File: src/rtl/jpeg_pkg.sv
// jpeg_pkg: constants and zigzag lookup tables shared by the zigzag buffer.
//   COEF_W    - quantized coefficient width in bits
//   BLK_ROWS  - rows (and columns) in an 8x8 block
//   zz_addr() - zigzag position -> raster address (row*8 + col)
//   zz_pos()  - raster address -> zigzag position
package jpeg_pkg;

  localparam int COEF_W   = 8;
  localparam int BLK_ROWS = 8;

  // Index = zigzag position, value = raster address.
  localparam logic [0:63][5:0] ZZ_TABLE = {
    6'd0,  6'd1,  6'd8,  6'd16, 6'd9,  6'd2,  6'd3,  6'd10,
    6'd17, 6'd24, 6'd32, 6'd25, 6'd18, 6'd11, 6'd4,  6'd5,
    6'd12, 6'd19, 6'd26, 6'd33, 6'd40, 6'd48, 6'd41, 6'd34,
    6'd27, 6'd20, 6'd13, 6'd6,  6'd7,  6'd14, 6'd21, 6'd28,
    6'd35, 6'd42, 6'd49, 6'd56, 6'd57, 6'd50, 6'd43, 6'd36,
    6'd29, 6'd22, 6'd15, 6'd23, 6'd30, 6'd37, 6'd44, 6'd51,
    6'd58, 6'd59, 6'd52, 6'd45, 6'd38, 6'd31, 6'd39, 6'd46,
    6'd53, 6'd60, 6'd61, 6'd54, 6'd47, 6'd55, 6'd62, 6'd63
  };

  // Index = raster address, value = zigzag position.
  localparam logic [0:63][5:0] IZZ_TABLE = {
    6'd0,  6'd1,  6'd5,  6'd6,  6'd14, 6'd15, 6'd27, 6'd28,
    6'd2,  6'd4,  6'd7,  6'd13, 6'd16, 6'd26, 6'd29, 6'd42,
    6'd3,  6'd8,  6'd12, 6'd17, 6'd25, 6'd30, 6'd41, 6'd43,
    6'd9,  6'd11, 6'd18, 6'd24, 6'd31, 6'd40, 6'd44, 6'd53,
    6'd10, 6'd19, 6'd23, 6'd32, 6'd39, 6'd45, 6'd52, 6'd54,
    6'd20, 6'd22, 6'd33, 6'd38, 6'd46, 6'd51, 6'd55, 6'd60,
    6'd21, 6'd34, 6'd37, 6'd47, 6'd50, 6'd56, 6'd59, 6'd61,
    6'd35, 6'd36, 6'd48, 6'd49, 6'd57, 6'd58, 6'd62, 6'd63
  };

  function automatic logic [5:0] zz_addr(input logic [5:0] pos);
    return ZZ_TABLE[pos];
  endfunction

  function automatic logic [5:0] zz_pos(input logic [5:0] addr);
    return IZZ_TABLE[addr];
  endfunction

endpackage

File: src/rtl/zz_bank_ctrl.sv
// zz_bank_ctrl: ping-pong bank bookkeeping for the zigzag buffer.
// Holds one full flag per bank plus the write-row and read-index counters.
//   clk, reset       - clock, async active-low reset
//   in_valid         - upstream row present
//   out_ready        - downstream accepts a coefficient
//   in_ready         - write bank has room
//   out_valid        - read bank holds a complete block
//   wr_fire, rd_fire - row / coefficient transfer this cycle
//   wr_bank, wr_row  - bank and row the next row lands in
//   rd_bank, rd_idx  - bank and zigzag position being emitted
//
// Per-bank state (derived from full flag and counters):
//   state    | meaning
//   EMPTY    | !full, not the write bank or wr_row==0
//   FILLING  | !full, write bank, wr_row 1..7
//   FULL     | full, read index not yet moved into it
//   DRAINING | full, read bank, rd_idx 1..63
module zz_bank_ctrl
  import jpeg_pkg::*;
(
  input  logic       clk,
  input  logic       reset,
  input  logic       in_valid,
  input  logic       out_ready,
  output logic       in_ready,
  output logic       out_valid,
  output logic       wr_fire,
  output logic       rd_fire,
  output logic       wr_bank,
  output logic [2:0] wr_row,
  output logic       rd_bank,
  output logic [5:0] rd_idx
);

  logic [1:0] full_q;
  logic [1:0] full_d;
  logic       wr_last;
  logic       rd_last;

  assign in_ready  = !full_q[wr_bank];
  assign out_valid = full_q[rd_bank];
  assign wr_fire   = in_valid && in_ready;
  assign rd_fire   = out_valid && out_ready;
  assign wr_last   = wr_fire && (wr_row == 3'(BLK_ROWS - 1));
  assign rd_last   = rd_fire && (rd_idx == 6'd63);

  // A set and a clear in the same cycle always target different banks:
  // writing needs the write bank empty, reading needs the read bank full.
  always_comb begin
    full_d = full_q;
    if (wr_last) full_d[wr_bank] = 1'b1;
    if (rd_last) full_d[rd_bank] = 1'b0;
  end

  always_ff @(posedge clk or negedge reset) begin
    if (!reset) begin
      full_q  <= '0;
      wr_bank <= 1'b0;
      wr_row  <= '0;
      rd_bank <= 1'b0;
      rd_idx  <= '0;
    end else begin
      full_q <= full_d;
      if (wr_fire) wr_row <= wr_row + 3'd1;
      if (wr_last) wr_bank <= ~wr_bank;
      if (rd_fire) rd_idx <= rd_idx + 6'd1;
      if (rd_last) rd_bank <= ~rd_bank;
    end
  end

endmodule

File: src/rtl/zigzag_buffer.sv
// zigzag_buffer: collects 8 quantized rows into one of two ping-pong banks
// and emits the 64 coefficients in JPEG zigzag order, one per beat.
//   clk, reset     - clock, async active-low reset
//   in_valid/in_ready/in - row beat, column 0 in the top byte
//   out_valid/out_ready  - coefficient handshake
//   out            - coefficient, passed through unchanged
//   out_index      - zigzag position of the current beat
//   out_last       - high on position 63
// Optional build macro ZZ_LAST_NZ_EN adds out_last_nz (highest zigzag
// position holding a nonzero coefficient) and out_all_zero for the block
// being emitted; both are 0 when out_valid is low.
module zigzag_buffer
  import jpeg_pkg::*;
#(
  parameter int COEF_W = jpeg_pkg::COEF_W,
  parameter int NBANK  = 2
) (
  input  logic                       clk,
  input  logic                       reset,
  input  logic                       in_valid,
  output logic                       in_ready,
  input  logic [BLK_ROWS*COEF_W-1:0] in,
  output logic                       out_valid,
  input  logic                       out_ready,
  output logic [COEF_W-1:0]          out,
  output logic [5:0]                 out_index,
`ifdef ZZ_LAST_NZ_EN
  output logic [5:0]                 out_last_nz,
  output logic                       out_all_zero,
`endif
  output logic                       out_last
);

  // Element BLK_ROWS-1 is column 0, matching the row's byte order.
  typedef logic [BLK_ROWS-1:0][COEF_W-1:0] row_t;

  row_t       row_mem [NBANK][BLK_ROWS];
  row_t       in_row;
  row_t       rd_row;
  logic [5:0] rd_addr;

  logic       wr_fire;
  logic       rd_fire;
  logic       wr_bank;
  logic [2:0] wr_row;
  logic       rd_bank;
  logic [5:0] rd_idx;

  assign in_row = in;

  zz_bank_ctrl u_bank_ctrl (
    .clk       (clk),
    .reset     (reset),
    .in_valid  (in_valid),
    .out_ready (out_ready),
    .in_ready  (in_ready),
    .out_valid (out_valid),
    .wr_fire   (wr_fire),
    .rd_fire   (rd_fire),
    .wr_bank   (wr_bank),
    .wr_row    (wr_row),
    .rd_bank   (rd_bank),
    .rd_idx    (rd_idx)
  );

  always_ff @(posedge clk or negedge reset) begin
    if (!reset) begin
      for (int b = 0; b < NBANK; b++) begin
        for (int r = 0; r < BLK_ROWS; r++) begin
          row_mem[b][r] <= '0;
        end
      end
    end else if (wr_fire) begin
      row_mem[wr_bank][wr_row] <= in_row;
    end
  end

  // Raster address splits into row (upper 3 bits) and column (lower 3);
  // column c lives in element 7-c, i.e. the bitwise inverse.
  assign rd_addr   = zz_addr(rd_idx);
  assign rd_row    = row_mem[rd_bank][rd_addr[5:3]];
  assign out       = rd_row[~rd_addr[2:0]];
  assign out_index = rd_idx;
  assign out_last  = out_valid && (rd_idx == 6'd63);

`ifdef ZZ_LAST_NZ_EN
  logic [5:0]       last_nz_q [NBANK];
  logic [NBANK-1:0] nz_seen_q;
  logic [5:0]       row_max;
  logic             row_nz;
  logic [5:0]       col_pos;

  // Highest zigzag position among the nonzero columns of the incoming row.
  always_comb begin
    row_max = '0;
    row_nz  = 1'b0;
    col_pos = '0;
    for (int c = 0; c < BLK_ROWS; c++) begin
      col_pos = zz_pos({wr_row, 3'(c)});
      if (in_row[BLK_ROWS-1-c] != '0) begin
        row_nz = 1'b1;
        if (col_pos > row_max) row_max = col_pos;
      end
    end
  end

  // Row 0 restarts the tracking so a recycled bank forgets its old block.
  always_ff @(posedge clk or negedge reset) begin
    if (!reset) begin
      for (int b = 0; b < NBANK; b++) begin
        last_nz_q[b] <= '0;
      end
      nz_seen_q <= '0;
    end else if (wr_fire) begin
      if (wr_row == 3'd0) begin
        last_nz_q[wr_bank] <= row_max;
        nz_seen_q[wr_bank] <= row_nz;
      end else begin
        if (row_max > last_nz_q[wr_bank]) last_nz_q[wr_bank] <= row_max;
        nz_seen_q[wr_bank] <= nz_seen_q[wr_bank] | row_nz;
      end
    end
  end

  assign out_last_nz  = out_valid ? last_nz_q[rd_bank] : '0;
  assign out_all_zero = out_valid && !nz_seen_q[rd_bank];
`endif

endmodule

File: config.mk
export PLATFORM = sky130hd
export DESIGN_NAME = zigzag_buffer
export DESIGN_NICKNAME = d
export VERILOG_FILES = /design/src/rtl/jpeg_pkg.sv /design/src/rtl/zz_bank_ctrl.sv /design/src/rtl/zigzag_buffer.sv
export SDC_FILE = /design/constraint.sdc
export NUM_CORES = 2
export LEC_CHECK = 0
export CAP_MARGIN = 25
export CELL_PAD_IN_SITES_DETAIL_PLACEMENT = 0
export CELL_PAD_IN_SITES_GLOBAL_PLACEMENT = 1
export CORE_MARGIN = 2
export CORE_UTILIZATION = 49
export DETAILED_ROUTE_END_ITERATION = 10
export DONT_BUFFER_PORTS = 1
export HOLD_SLACK_MARGIN = 0.02
export PLACE_DENSITY_LB_ADDON = 0.1
export SYNTH_ARGS = -nofsm -noshare
export SYNTH_HDL_FRONTEND = slang
export SYNTH_SLANG_ARGS = --single-unit
File: constraint.sdc
create_clock -name clk -period 5.18 [get_ports clk]
set_input_delay 0 -clock clk [delete_from_list [all_inputs] [get_ports clk]]
set_output_delay 0 -clock clk [all_outputs]
set_load 0.02 [all_outputs]
**Word level (Yosys, flattened, before mapping)**

Memories as Yosys holds them, arrays and structs flattened.
Cells that the tools add are included.

- Output and inout port bits: 17
- Memories kept: 1
- Register bits: 1,037
- ROM bits: 384

- $add $sub $neg: 2
- Multiplexer cells: 25
- Bitwise logic cells: 11
- $lt $le $gt $ge: 12
- Reduce and logical (&&, ||, !) cells: 10
- Equal/unequal tests: 2

Memory list:

| memory | depth | bits a word | read ports | clocked after Yosys merged registers in | wr ports | RTL line | RTL |
|---|---|---|---|---|---|---|---|
| (no name shown) | 64 | 6 | 1 | 0 | 0 | jpeg_pkg.sv:36 | `return ZZ_TABLE[pos];` |

Operators by type and width:

| kind | number |
|---|---|
| $mux 512 | 4 |
| $bwmux 1024 | 1 |
| $demux 512 s1 | 1 |
| $bmux 64 s3 | 1 |
| $demux 64 s3 | 1 |
| $mux 64 | 3 |
| $bmux 8 s3 | 1 |
| $mux 6 | 2 |
| $logic_and 1x1->1 | 9 |
| $ge 4x4->1 const B | 2 |
| $mux 8 | 1 |
| $not 3->4 | 2 |
| $ge 7x7->1 const B | 1 |
| $not 6->7 | 1 |
| $add 6x1->6 const B | 1 |
| $eq 6x6->1 const B | 1 |
| $mux 1 | 6 |
| $ge 2x2->1 const B | 2 |
| $lt 1x2->1 const B | 2 |
| $lt 3x4->1 const B | 1 |
| $lt 4x1->1 const B | 1 |
| $mux 2 | 2 |
| $not 1->2 | 2 |
| $add 3x1->3 const B | 1 |
| other kinds (10) | 13 |

**Logic depth before layout (Yosys ltp)**

- Depth in word-level cells: 10
- Mapped depth: 17
- Mapped depth without buffers: 11

**Cells and area by module**

Synthesis repeated with hierarchy kept, for this count alone.

- Cell total of the unflattened synthesis: 3,319
- Area total of the unflattened synthesis: 47,793.3 µm²

By module, submodules not included:

| module | times used | cells an instance | area an instance (µm²) | seq. area each (µm²) |
|---|---|---|---|---|
| zigzag_buffer | 1 | 3,270 | 47,180.2 | 25,624.6 |
| zz_bank_ctrl | 1 | 49 | 613.1 | 325.3 |

**Worst setup path after synthesis**

No wires, ideal clock.

- Path type: reg2out
- From: register u_bank_ctrl.rd_idx[0]
- To: output port out[2]
- Path buffers: 2
- Setup slack: 1.386 ns
- Data arrival time: 3.794 ns
- Cell stages (with the launch flop): 14
- Cell sequence: dfrtp_1 buf_4 inv_1 ha_1 or2_2 a21oi_1 nor4_2 nor2_1 buf_2 mux4_2 o2111ai_1 nand3b_1 nand4_1 nor4bb_1

- Word-level cells in the longest chain between the ends: 10
- Elaborated cells on any way between the ends: 11
- Classes of those cells: mux (7); bitwise (3); memory (1)

RTL lines:

| what | RTL line | RTL |
|---|---|---|
| start: declaration | zz_bank_ctrl.sv:32 | `output logic [5:0] rd_idx` |
| start signal: assignment | zz_bank_ctrl.sv:66 | `if (rd_fire) rd_idx <= rd_idx + 6'd1;` |
| $not 6->7 (implied by the code) (*) | jpeg_pkg.sv:36 |  |
| $mem_v2 64x6 (*) | - |  |
| $mux 6 (implied by the code) (*) (2 in a row) | jpeg_pkg.sv:36 |  |
| $not 3->4 (implied by the code) | zigzag_buffer.sv:81 | `assign rd_row = row_mem[rd_bank][rd_addr[5:3]];` |
| $bmux 64 s3 | zigzag_buffer.sv:81 |  |
| $mux 64 (implied by the code) (2 in a row) | zigzag_buffer.sv:81 |  |
| $bmux 8 s3 (*) | zigzag_buffer.sv:82 | `assign out = rd_row[~rd_addr[2:0]];` |
| $mux 8 (implied by the code) (*) | zigzag_buffer.sv:82 |  |
| end: declaration | zigzag_buffer.sv:25 | `output logic [COEF_W-1:0] out,` |

Mark *: on every way between the ends. The rest lies on a longest branch, timed or not. The select of a mux whose other input is x is not followed.

==> reports/results.ini <==
[timing]
timing.max_slew.rel_slack = -4.67
hold_violations = 165
fmax_mhz = 162
skew_ns = 0.0103
min_period_ns = 6.16
setup_slack_ns = -0.983
worst-slew-pin-transition_ns = 8.50
hold_slack_ns = -0.875
fin_crit_sh = 1.19
timing.final.setup_violations = 201
final-max-slew-violation-count = 1027
grt_setup_unrepaired = true

[detailed_routing]
routed_wl_um = 144000
final_antenna_net_count = 0
detailedRoute.firstIterationViolations = 2661
dr.pass1.iters = 5
route.detailed.wl_per_inst_um = 28.9
total_drc_errors_in_the_routed_layout = 0
via_per_inst = 6.18
detailroute.via_count = 30800

[clock_network]
clock_tree.buffer_depth = 3
number_of_levels_in_the_clock_h_tree = 3
tritoncts_num_sinks = 1037
holdBufCountCts = 67
tritoncts = done
clk_pin_slew_ns = 0.06
clockRootBuffer = sky130_fd_sc_hd__clkbuf_16
clk-insertion-delay-late_ns = 0.69
cts_inserted_buffers = 113

[synthesis]
post_synth_inst_count = 3595
synthArstFlopShare = 1.00
avgSynthCellArea_um2 = 13.5
yosysSeqAreaShare = 0.533
synthDistinctLibCells = 80
yosys_most_used_dff = sky130_fd_sc_hd__dfrtp_1
yosys_register_bits = 1037
synth-edff-count = 0
synth_fp_nets = 3680
syn_area_um2 = 48700
yosys_warnings = 0

[floorplan]
boundaryPins = 85
chipHeight_um = 319
die_w_um = 319
initial_core_utilization = 0.495
die-area_um2 = 102000
floorplan.core_area_um2 = 98400
floorplan.rows = 115

[setup_path]
crit_path_end_kind = asynchronous set/reset pin
kind_of_critical_path = in -> async
data_arrival_at_the_endpoint_of_the_critical_path_ns = 4.19
worstReg2RegStart = u_bank_ctrl.wr_bank
required_ns = 3.21
startpoint_type = input port
worstPathMaxFanout = 1037
critical_path.startpoint = reset
ff2ff_path_depth = 6
reg2reg_slack_ns = 1.39
reg2reg_to = row_mem[966]

[global_routing]
grt_pass1_wl_um = 218000
first_global_vias = 32400
grt_start_max_net_pins = 1038
leftover_overflow_at_the_end_of_global_routing = 0
grt.total_usage = 0.285
number_of_antenna_violations_at_the_first_check_in_global_routing = 12

[cells_and_area]
final_cell_area_um2 = 55000
mostFrequentLayoutCell = sky130_fd_sc_hd__mux2_2
finish.net_count = 3695
area_growth_syn_to_layout_pct = 13.0
layout_common_cells = sky130_fd_sc_hd__mux2_2 (1060), sky130_fd_sc_hd__dfrtp_1 (1034), sky130_fd_sc_hd__nand2_1 (318)
post_route_cells_drive_above_1_share = 0.424
fillers = 7979
layout.core_utilization = 0.559

[placement]
dpl_cell_area_um2 = 50200
routabilityCongestion = 0.823
dp_hpwl_um = 83400
io_buffers = 0
detailedPlace.worstSlack_ns = 0.255

[outcome]
result_of_the_run = finished with violations
violations = hold timing, slew limit, setup timing

[flow_run]
timing.max_cap.violations = 0

[pwr]
ir_worst_vdd_v = 0.000646
powerDensity_nw_per_um2 = 794
total_leakage_power_nw = 24.6

[hold_path]
timing.hold.worst.class = in -> async

==> metrics by stage <==
step | TNS, ns | instances | hold WS, ns | power (mW)
after CTS | -0.0740 | 4984 | -0.953 | 43.5
after floorplan | 0 | 3595 | -0.296 | 27.4
after detailed placement | 0 | 4703 | -0.205 | 34.6
final | -57.50 | 4989 | -0.875 | 43.7
after global routing | -0.0433 | 4987 | -0.956 | 45.8
after global placement | 0 | 4703 | -0.213 | 34.1
==> routing by layer <==
metal	part of all wire	track usage
met5	0.00047	0
met1	0.46	0.404
met3	0.042	0.0394
met4	0.025	0.0741
met2	0.48	0.465
==> cell usage after synthesis (6+ instances only) <==
cell / instances / area [um^2]
sky130_fd_sc_hd__mux4_2: 119 / 2680
sky130_fd_sc_hd__nand4_1: 13 / 81.3
sky130_fd_sc_hd__a311o_1: 6 / 60.1
sky130_fd_sc_hd__mux2_1: 6 / 67.6
sky130_fd_sc_hd__a221oi_1: 6 / 52.6
sky130_fd_sc_hd__nor2b_1: 13 / 81.3
sky130_fd_sc_hd__a311oi_1: 7 / 61.3
sky130_fd_sc_hd__buf_2: 39 / 195
sky130_fd_sc_hd__buf_4: 21 / 158
sky130_fd_sc_hd__a211oi_1: 19 / 143
sky130_fd_sc_hd__a2111oi_0: 7 / 61.3
sky130_fd_sc_hd__o21ai_1: 13 / 65.1
sky130_fd_sc_hd__xnor2_1: 7 / 61.3
sky130_fd_sc_hd__ha_1: 17 / 213
sky130_fd_sc_hd__o22ai_1: 40 / 250
sky130_fd_sc_hd__mux2i_1: 117 / 1170
sky130_fd_sc_hd__nand2_1: 327 / 1230
sky130_fd_sc_hd__a22oi_1: 25 / 188
sky130_fd_sc_hd__o21bai_1: 6 / 45.0
sky130_fd_sc_hd__buf_1: 13 / 48.8
sky130_fd_sc_hd__dfrtp_1: 1037 / 25900
sky130_fd_sc_hd__a31oi_1: 11 / 68.8
sky130_fd_sc_hd__nor4_2: 7 / 87.6
sky130_fd_sc_hd__inv_1: 13 / 48.8
sky130_fd_sc_hd__nand3_1: 128 / 641
sky130_fd_sc_hd__a21oi_1: 44 / 220
sky130_fd_sc_hd__o21ai_0: 37 / 185
sky130_fd_sc_hd__a2111o_1: 6 / 67.6
sky130_fd_sc_hd__o2111ai_1: 6 / 52.6
sky130_fd_sc_hd__buf_6: 22 / 248
sky130_fd_sc_hd__a32o_1: 12 / 120
sky130_fd_sc_hd__o31a_1: 12 / 105
sky130_fd_sc_hd__and3_1: 19 / 119
sky130_fd_sc_hd__mux2_2: 1060 / 11900
sky130_fd_sc_hd__nand2b_1: 33 / 206
sky130_fd_sc_hd__clkbuf_1: 207 / 777
sky130_fd_sc_hd__nor2_1: 26 / 97.6
==> flip-flops by register name, summed over array words and instances (netlist names) <==
signal and cells:
u_bank_ctrl.wr_row 3, u_bank_ctrl.full_q 2, u_bank_ctrl.rd_bank 1, u_bank_ctrl.wr_bank 1, u_bank_ctrl.rd_idx 6, row_mem 1024
==> how the worst max path moves through the flow <==
stage / cells after the start / endpoint / slack (ns)
floorplan: 13 / out[2] / 1.39
global placement: 15 / out[4] / 0.27
detailed placement: 15 / out[4] / 0.25
CTS: 15 / out[4] / -0.06
global route: 16 / out[4] / -0.04
finish: 0 / u_bank_ctrl.rd_idx[1] / -0.98
==> kinds of logic after synthesis <==
logic type,synth area share
compound gates,0.0440
simple gates,0.0593
flops,0.533
mux,0.326
buf+inv,0.0320
xor+xnor,0.00126
fa+ha+maj,0.00437
==> where the power goes <==
part           internal (mW)  total, mW  switching (mW)  leakage (nW)
Combinational           9.67       21.6            11.9          9.56
Clock                   4.96       8.30            3.34          1.90
Sequential              11.8       13.8            1.95          13.2
==> timing repair <==
item | CTS | global route
gates cloned | 1 | 0
buffers inserted | 8 | 2
setup endpoints to repair | 8 | 8
hold endpoints to repair | 2074 | 1037
pin swaps | 3 | 4
resized for setup | 18 | 13
==> cell type report <==
type | count | area, um^2 | share of cell area
Sequential cell | 1037 | 26000 | 0.472
Multi-Input combinational cell | 2239 | 21500 | 0.391
Clock buffer | 168 | 3400 | 0.0618
Timing Repair Buffer | 205 | 2030 | 0.0369
Tap cell | 1287 | 1610 | 0.0293
Clock inverter | 37 | 444 | 0.00808
Inverter | 14 | 52.6 | 0.000956
Antenna cell | 2 | 5.00 | 0.0000910
No activity file was read; power rests on OpenSTA's default activity.
